--- src/rtl/fetch_stage.sv ---
// fetch_stage: instruction fetch with a req/ack memory port, a one-word skid buffer and a redirect flush.
module fetch_stage #(
  parameter logic [15:0] RESET_PC = 16'h0000,
  parameter logic [15:0] NOP_WORD = 16'h0800
) (
  input  logic        clk,
  input  logic        rst,
  input  logic        stall,
  input  logic        redirect,
  input  logic [15:0] redirect_pc,
  output logic        imem_req,
  output logic [15:0] imem_addr,
  input  logic        imem_ack,
  input  logic [15:0] imem_data,
  output logic [15:0] out_instr,
  output logic [15:0] out_pc,
  output logic        out_valid
);
  typedef enum logic [1:0] {IDLE, REQ, HOLD, KILL} state_t;
  state_t state_q, state_d;
  logic [15:0] pc_q, pc_d, pend_q, pend_d, skid_q, skid_d;
  logic [15:0] out_instr_q, out_instr_d, out_pc_q, out_pc_d;
  logic        out_valid_q, out_valid_d, take;
  always_ff @(posedge clk or negedge rst) begin
    if (!rst) begin
      state_q     <= IDLE;
      pc_q        <= RESET_PC;
      pend_q      <= RESET_PC;
      skid_q      <= NOP_WORD;
      out_instr_q <= NOP_WORD;
      out_pc_q    <= RESET_PC;
      out_valid_q <= 1'b0;
    end else begin
      state_q     <= state_d;
      pc_q        <= pc_d;
      pend_q      <= pend_d;
      skid_q      <= skid_d;
      out_instr_q <= out_instr_d;
      out_pc_q    <= out_pc_d;
      out_valid_q <= out_valid_d;
    end
  end
  always_comb begin
    state_d = state_q;
    case (state_q)
      IDLE:    state_d = REQ;
      REQ:     state_d = redirect ? (imem_ack ? REQ : KILL) : (imem_ack && stall ? HOLD : REQ);
      HOLD:    state_d = (redirect || !stall) ? REQ : HOLD;
      KILL:    state_d = imem_ack ? REQ : KILL;
      default: state_d = IDLE;
    endcase
  end
  // While a request is outstanding, a redirect is parked in pend_q so imem_addr stays stable.
  always_comb begin
    pc_d   = pc_q;
    pend_d = pend_q;
    skid_d = (state_q == REQ && imem_ack) ? imem_data : skid_q;
    if (imem_req && imem_ack)
      pc_d = redirect ? redirect_pc : (state_q == KILL ? pend_q : pc_q + 16'd1);
    else if (imem_req && redirect)
      pend_d = redirect_pc;
    else if (redirect)
      pc_d = redirect_pc;
  end
  // In HOLD pc_q already points past the buffered word, so it doubles as the buffered out_pc.
  always_comb begin
    imem_req    = state_q == REQ || state_q == KILL;
    imem_addr   = pc_q;
    take        = state_q == REQ && imem_ack;
    out_valid_d = redirect ? 1'b0 : stall ? out_valid_q : (state_q == HOLD || take);
    out_instr_d = redirect ? NOP_WORD : stall ? out_instr_q :
                  state_q == HOLD ? skid_q : take ? imem_data : NOP_WORD;
    out_pc_d    = (redirect || stall) ? out_pc_q :
                  state_q == HOLD ? pc_q : take ? pc_q + 16'd1 : out_pc_q;
  end
  assign out_instr = out_instr_q;
  assign out_pc    = out_pc_q;
  assign out_valid = out_valid_q;
endmodule
--- config.mk ---
export PLATFORM = sky130hd
export DESIGN_NAME = fetch_stage
export DESIGN_NICKNAME = d
export VERILOG_FILES = /design/src/rtl/fetch_stage.sv
export SDC_FILE = /design/constraint.sdc
export NUM_CORES = 1
export LEC_CHECK = 0
export ABC_AREA = 1
export BUFFER_PORTS_ARGS = -buffer_cell sky130_fd_sc_hd__clkbuf_2
export CAP_MARGIN = 15
export CORE_MARGIN = 2
export CORE_UTILIZATION = 40
export DETAILED_ROUTE_END_ITERATION = 7
export GPL_TIMING_DRIVEN = 0
export SYNTH_ARGS = -nofsm -noshare
export SYNTH_HDL_FRONTEND = slang
export SYNTH_SLANG_ARGS = --single-unit
--- constraint.sdc ---
create_clock -name clk -period 2 [get_ports clk]
set_clock_uncertainty 0.15 [all_clocks]
set_input_delay 0.4 -clock clk [delete_from_list [all_inputs] [get_ports clk]]
set_output_delay 0.4 -clock clk [all_outputs]
set_load 0.03 [all_outputs]
After elaboration in Yosys (flattened, before gate mapping) --
Index checks and enable logic that the tools add are counted.
Storage, ports and cells: register bits 83
Cells by class: reductions and logical operators 15, add/subtract/negate cells 1, eq/ne operators 5, mux-type cells 18, bitwise logic cells 2
Operators with widths (number):
- 2-to-1 mux 16 bit | 11
- adder 16 x 1 -> 16 bit, second input constant | 1
- 2-to-1 mux 2 bit | 4
- case mux 2 bit (4 select lines) | 1
- AND reduction 2 bit | 3
- == test 2 bit, second input constant | 2
- logical AND 1 bit | 4
- logical OR 1 bit | 4
- nonzero test 2 bit | 2
- == test 2 x 1 -> 1 bit, second input constant | 1
- logical NOT 2 bit | 1
- 2-to-1 mux 1 bit | 2
- != test 2 x 1 -> 1 bit, second input constant | 1
- != test 2 bit, second input constant | 1
- inverter 1 bit | 2
- logical NOT 1 bit | 1

Longest topological paths before layout --
depth in word-level cells 6, depth in mapped cells 9, depth with buffers taken out 9

Worst setup path after synthesis --
OpenSTA, ideal clock, no wires.
kind reg2reg, start point reg pc_q[0], in the netlist imem_addr[0], end point reg out_pc_q[14], in the netlist out_pc[14], setup time 0.122 ns, path buffers 0, setup slack 0.213 ns, data required time 1.728 ns, arrival time 1.515 ns, cell stages (with the launch flop) 9, cell sequence dfrtp_1 ha_1 nand3_1 nor2_2 nand3_1 nand2_1 nand3_1 o211ai_2 nand2_1
Between the ends: word-level cells in the longest chain between the ends 3
Ends and longest elaborated chain:
- from (decl) | line 21 | logic [15:0] pc_q, pc_d, pend_q, pend_d, skid_q, skid_d;
- from (signal assigned) | line 35 | pc_q <= pc_d;
- adder 16 x 1 -> 16 bit | line 74 | state_q == HOLD ? pc_q : take ? pc_q + 16'd1 : out_pc_q;
- 2-to-1 mux 16 bit (2 in series) | line 74
- to (signal assigned) | line 39 | out_pc_q <= out_pc_d;
- to (decl) | line 22 | logic [15:0] out_instr_q, out_instr_d, out_pc_q, out_pc_d;
No other way between the ends. The select of a mux whose other input is x is not followed. A chain may end at the register's enable or synchronous reset.

Worst setup path in the final report --
start point reg pc_q[0], in the netlist imem_addr[0], end point reg out_pc_q[10], in the netlist out_pc[10]
The elaborated chain is that of the path after synthesis.

==> results.tsv <==
stage	metric	value	unit
run_status	outcome	finished, final reports clean	
worst_setup_path	Startpoint Class	register	
placement	I/O Buffers	86	
die	core area	10200	um^2
global_routing	vias in the first global route	3572	
die	die area	11200	um^2
logic_synthesis	Cells after Synth	477	
final_layout	share of layout cells above drive strength 1	0.275	
timing	Setup Viol. Count Final	0	
timing	worst slew pin tran	0.553	ns
power	leakage dissipation	2.56	nW
cts	H-tree Lvls	3	
die	chip height	106	um
cts	CTS root buf	clkbuf_8	
power	maximum vdd ir drop	0.436	mV
final_layout	diode count	0	
cts	Post-CTS Repair Setup Buffers	0	
logic_synthesis	Syn Nets	515	
route	vias per cell	5.02	
min_path	HP Start	imem_data[11]	
placement	pre-CTS setup slack	0.0943	ns
logic_synthesis	Syn Std Cell Area	4150	um^2
placement	DP Area	4780	um^2
global_routing	initial antenna violation count	0	
timing	setup ws final	0.160	ns
route	DR WL/cell	15.2	um
logic_synthesis	Yosys warnings	0	
cts	clk buf depth	2	
power	Pint	3.41	mW
timing	max-slew violation count	0	
worst_setup_path	worst-path maximum fanout	7	
logic_synthesis	sequential element share of the synthesized area	0.501	
logic_synthesis	top_reg_cell synth	dfrtp_1	
timing	crit path time final	1.84	ns
power	Sw Share	0.384	
logic_synthesis	post-synth top area share	0.488	
power	total net switching power	2.12	mW
route	via count	3596	
timing	period utilisation layout	0.920	
timing	WHS	0.100	ns
timing	worst relative slew slack	0.631	
cts	CTS tree	done	
cts	CTS buffer count	9	
route	final WL	10900	um
logic_synthesis	Post-synth EDFFs	0	
final_layout	Area growth syn-to-layout	21.2	%
cts	Worst-path clk slew	0.09	ns
global_routing	Overall Global Routing Usage	0.206	
logic_synthesis	Synth cell types	35	
global_routing	total grt overflow	0	
power	clock share of power	0.256	
logic_synthesis	post-synth top area cell	dfrtp_1	
timing	final hold vios	0	
job	Max Cap Viol	0	
power	Flop pwr share	0.424	
placement	hpwl dp	7960	um
final_layout	Design Area, Final	5030	um^2
logic_synthesis	top cells by area, synth	dfrtp_1 (49%), nand2_1 (8.0%), nor2_1 (5.6%), o21ai_0 (5.2%), a21oi_1 (5.1%)	
global_routing	first-pass GRT wire length	18300	um
logic_synthesis	syn_area_per_cell	8.70	um^2
route	violation count after the first detailed-route iteration	229	
final_layout	Fillers	1008	
final_layout	Final #Nets	614	
route	drt first pass iters	4	
die	I/O Pins	87	
worst_setup_path	Worst Path Arrival	1.99	ns
die	Std-Cell Rows	37	
worst_setup_path	Setup crit start	imem_addr[0]	
placement	GP Congestion	0.887	
cts	total clock sinks	83	
worst_setup_path	Critical Path RT	2.15	ns
logic_synthesis	asr flop ratio synth	1.00	
worst_setup_path	reg2reg start	imem_addr[0]	
power	Power Density	1100	nW/um^2
min_path	worst hold-check path type	primary input to register	
logic_synthesis	register bit count reported by yosys	83	
route	Post-DRT Antenna Nets	0	
worst_setup_path	Worst Setup Path Type	register to register	
power	Logic pwr share	0.320	
worst_setup_path	Reg2Reg Setup Slack	0.16	ns
timing	Max Fclk	543	MHz
global_routing	largest net degree at the start of global routing	54	
die	Initial Utilization	0.408	
worst_setup_path	CP endpoint kind	register	
route	drt drc	0	
final_layout	final core occ	0.494	
die	die span in x	106	um
timing	unrepaired setup endpoints after global routing	no	
cts	clk_lat worst skew	0.35	ns
==> cells by family (layout without fill, tap and decap cells) <==
kind of cell / after synthesis / after routing / share of synthesized area
AOI/OAI and AO/OA: 118 / 118 / 0.174
and+or+nand+nor: 189 / 189 / 0.193
DFF: 83 / 83 / 0.501
adders and majority gates: 1 / 1 / 0.00301
buffers and inverters: 64 / 168 / 0.0741
xor gates and xnor gates: 7 / 7 / 0.0148
muxes: 15 / 15 / 0.0407
==> metal layers <==
layer / GRT usage / up-vias / wire [um]
li1: - / 1777 / -
met1: 0.289 / 1686 / 5110
met2: 0.327 / 122 / 4990
met5: 0 / - / 0
met3: 0.0458 / 11 / 685
met4: 0.0498 / 0 / 111
==> power groups by stage <==
stage	Combinational, mW	Clock (mW)	Sequential (mW)
2_1_floorplan	0.801	0	2.77
5_1_grt	1.96	1.52	2.40
4_1_cts	1.78	1.45	2.35
3_3_place_gp	1.74	0	2.36
6_report	1.77	1.42	2.35
3_5_place_dp	1.77	0	2.39
==> area by class of cell <==
class	count	area [um^2]	area share
sequential	83	2080	0.414
timing repair buffer	88	470	0.0935
clock inverter	5	85.1	0.0169
tap	136	170	0.0338
clock buffer	11	151	0.0301
multi-input combinational	330	1760	0.351
inverter	43	174	0.0346
buffer	21	134	0.0266
==> Yosys cell counts, types with 2 or more instances <==
cell,count
nand3_1,23
dfrtp_1,81
mux2_2,15
nand2_2,2
nor2_1,62
dfstp_2,2
inv_1,36
nor2_2,4
clkbuf_1,6
buf_6,3
buf_2,7
nand2_1,89
buf_4,3
a22o_1,15
nand4_1,3
o21a_1,2
xor2_1,7
a21oi_1,42
a22oi_1,3
o211ai_2,5
nand2_4,4
inv_2,5
a31oi_1,3
o211ai_1,2
o21ai_0,43
==> state kept, by name, indices dropped and copies added, names as in the netlist <==
signal and cells:
imem_addr 16, out_pc 16, out_instr 16, out_valid 1, pend_q 16, skid_q 16, state_q 2
==> critical path, stage by stage (launching register included) <==
cell and delay, ns:
dfrtp_2 0.46, ha_1 0.22, nand3_1 0.15, nor2_2 0.23, nand2_1 0.08, nand2_1 0.06
nand2_1 0.07, o21ai_1 0.19, o21a_1 0.16
==> layout by cell type (no fill, tap or decap), types with 5 or more instances in the layout <==
cell type,count
xor2_1,7
dfrtp_1,80
o211ai_2,5
nand2_1,89
inv_2,5
clkbuf_2,86
o21ai_0,43
buf_2,7
mux2_2,15
a22o_1,15
nand3_1,23
a21oi_1,42
inv_1,36
clkbuf_1,6
nor2_1,62
clkbuf_8,11
==> worst paths after layout <==
kind,depth (start not counted),endpoint
worst max-delay path,8,out_pc[10]
worst min-delay path,3,skid_q[11]
worst max register to register,8,out_pc[10]
worst min register to register,2,skid_q[11]
max in group asynchronous,3,skid_q[11]
min in group asynchronous,2,out_pc[3]
==> through the flow <==
stage | instances | total power [mW] | TNS [ns]
finish | 717 | 5.54 | 0
global route | 717 | 5.88 | 0
CTS | 717 | 5.58 | 0
detailed placement | 700 | 4.16 | 0
global placement | 699 | 4.10 | -43.75
floorplan | 477 | 3.57 | 0
==> what timing repair did <==
| item | CTS | global route |
|---|---|---|
| setup endpoints to repair | 0 | 5 |
| hold buffers | 1 | 0 |
| hold endpoints to repair | 30 | 0 |
| gates resized for setup | 0 | 1 |
Power figures use the tool's default switching activity.
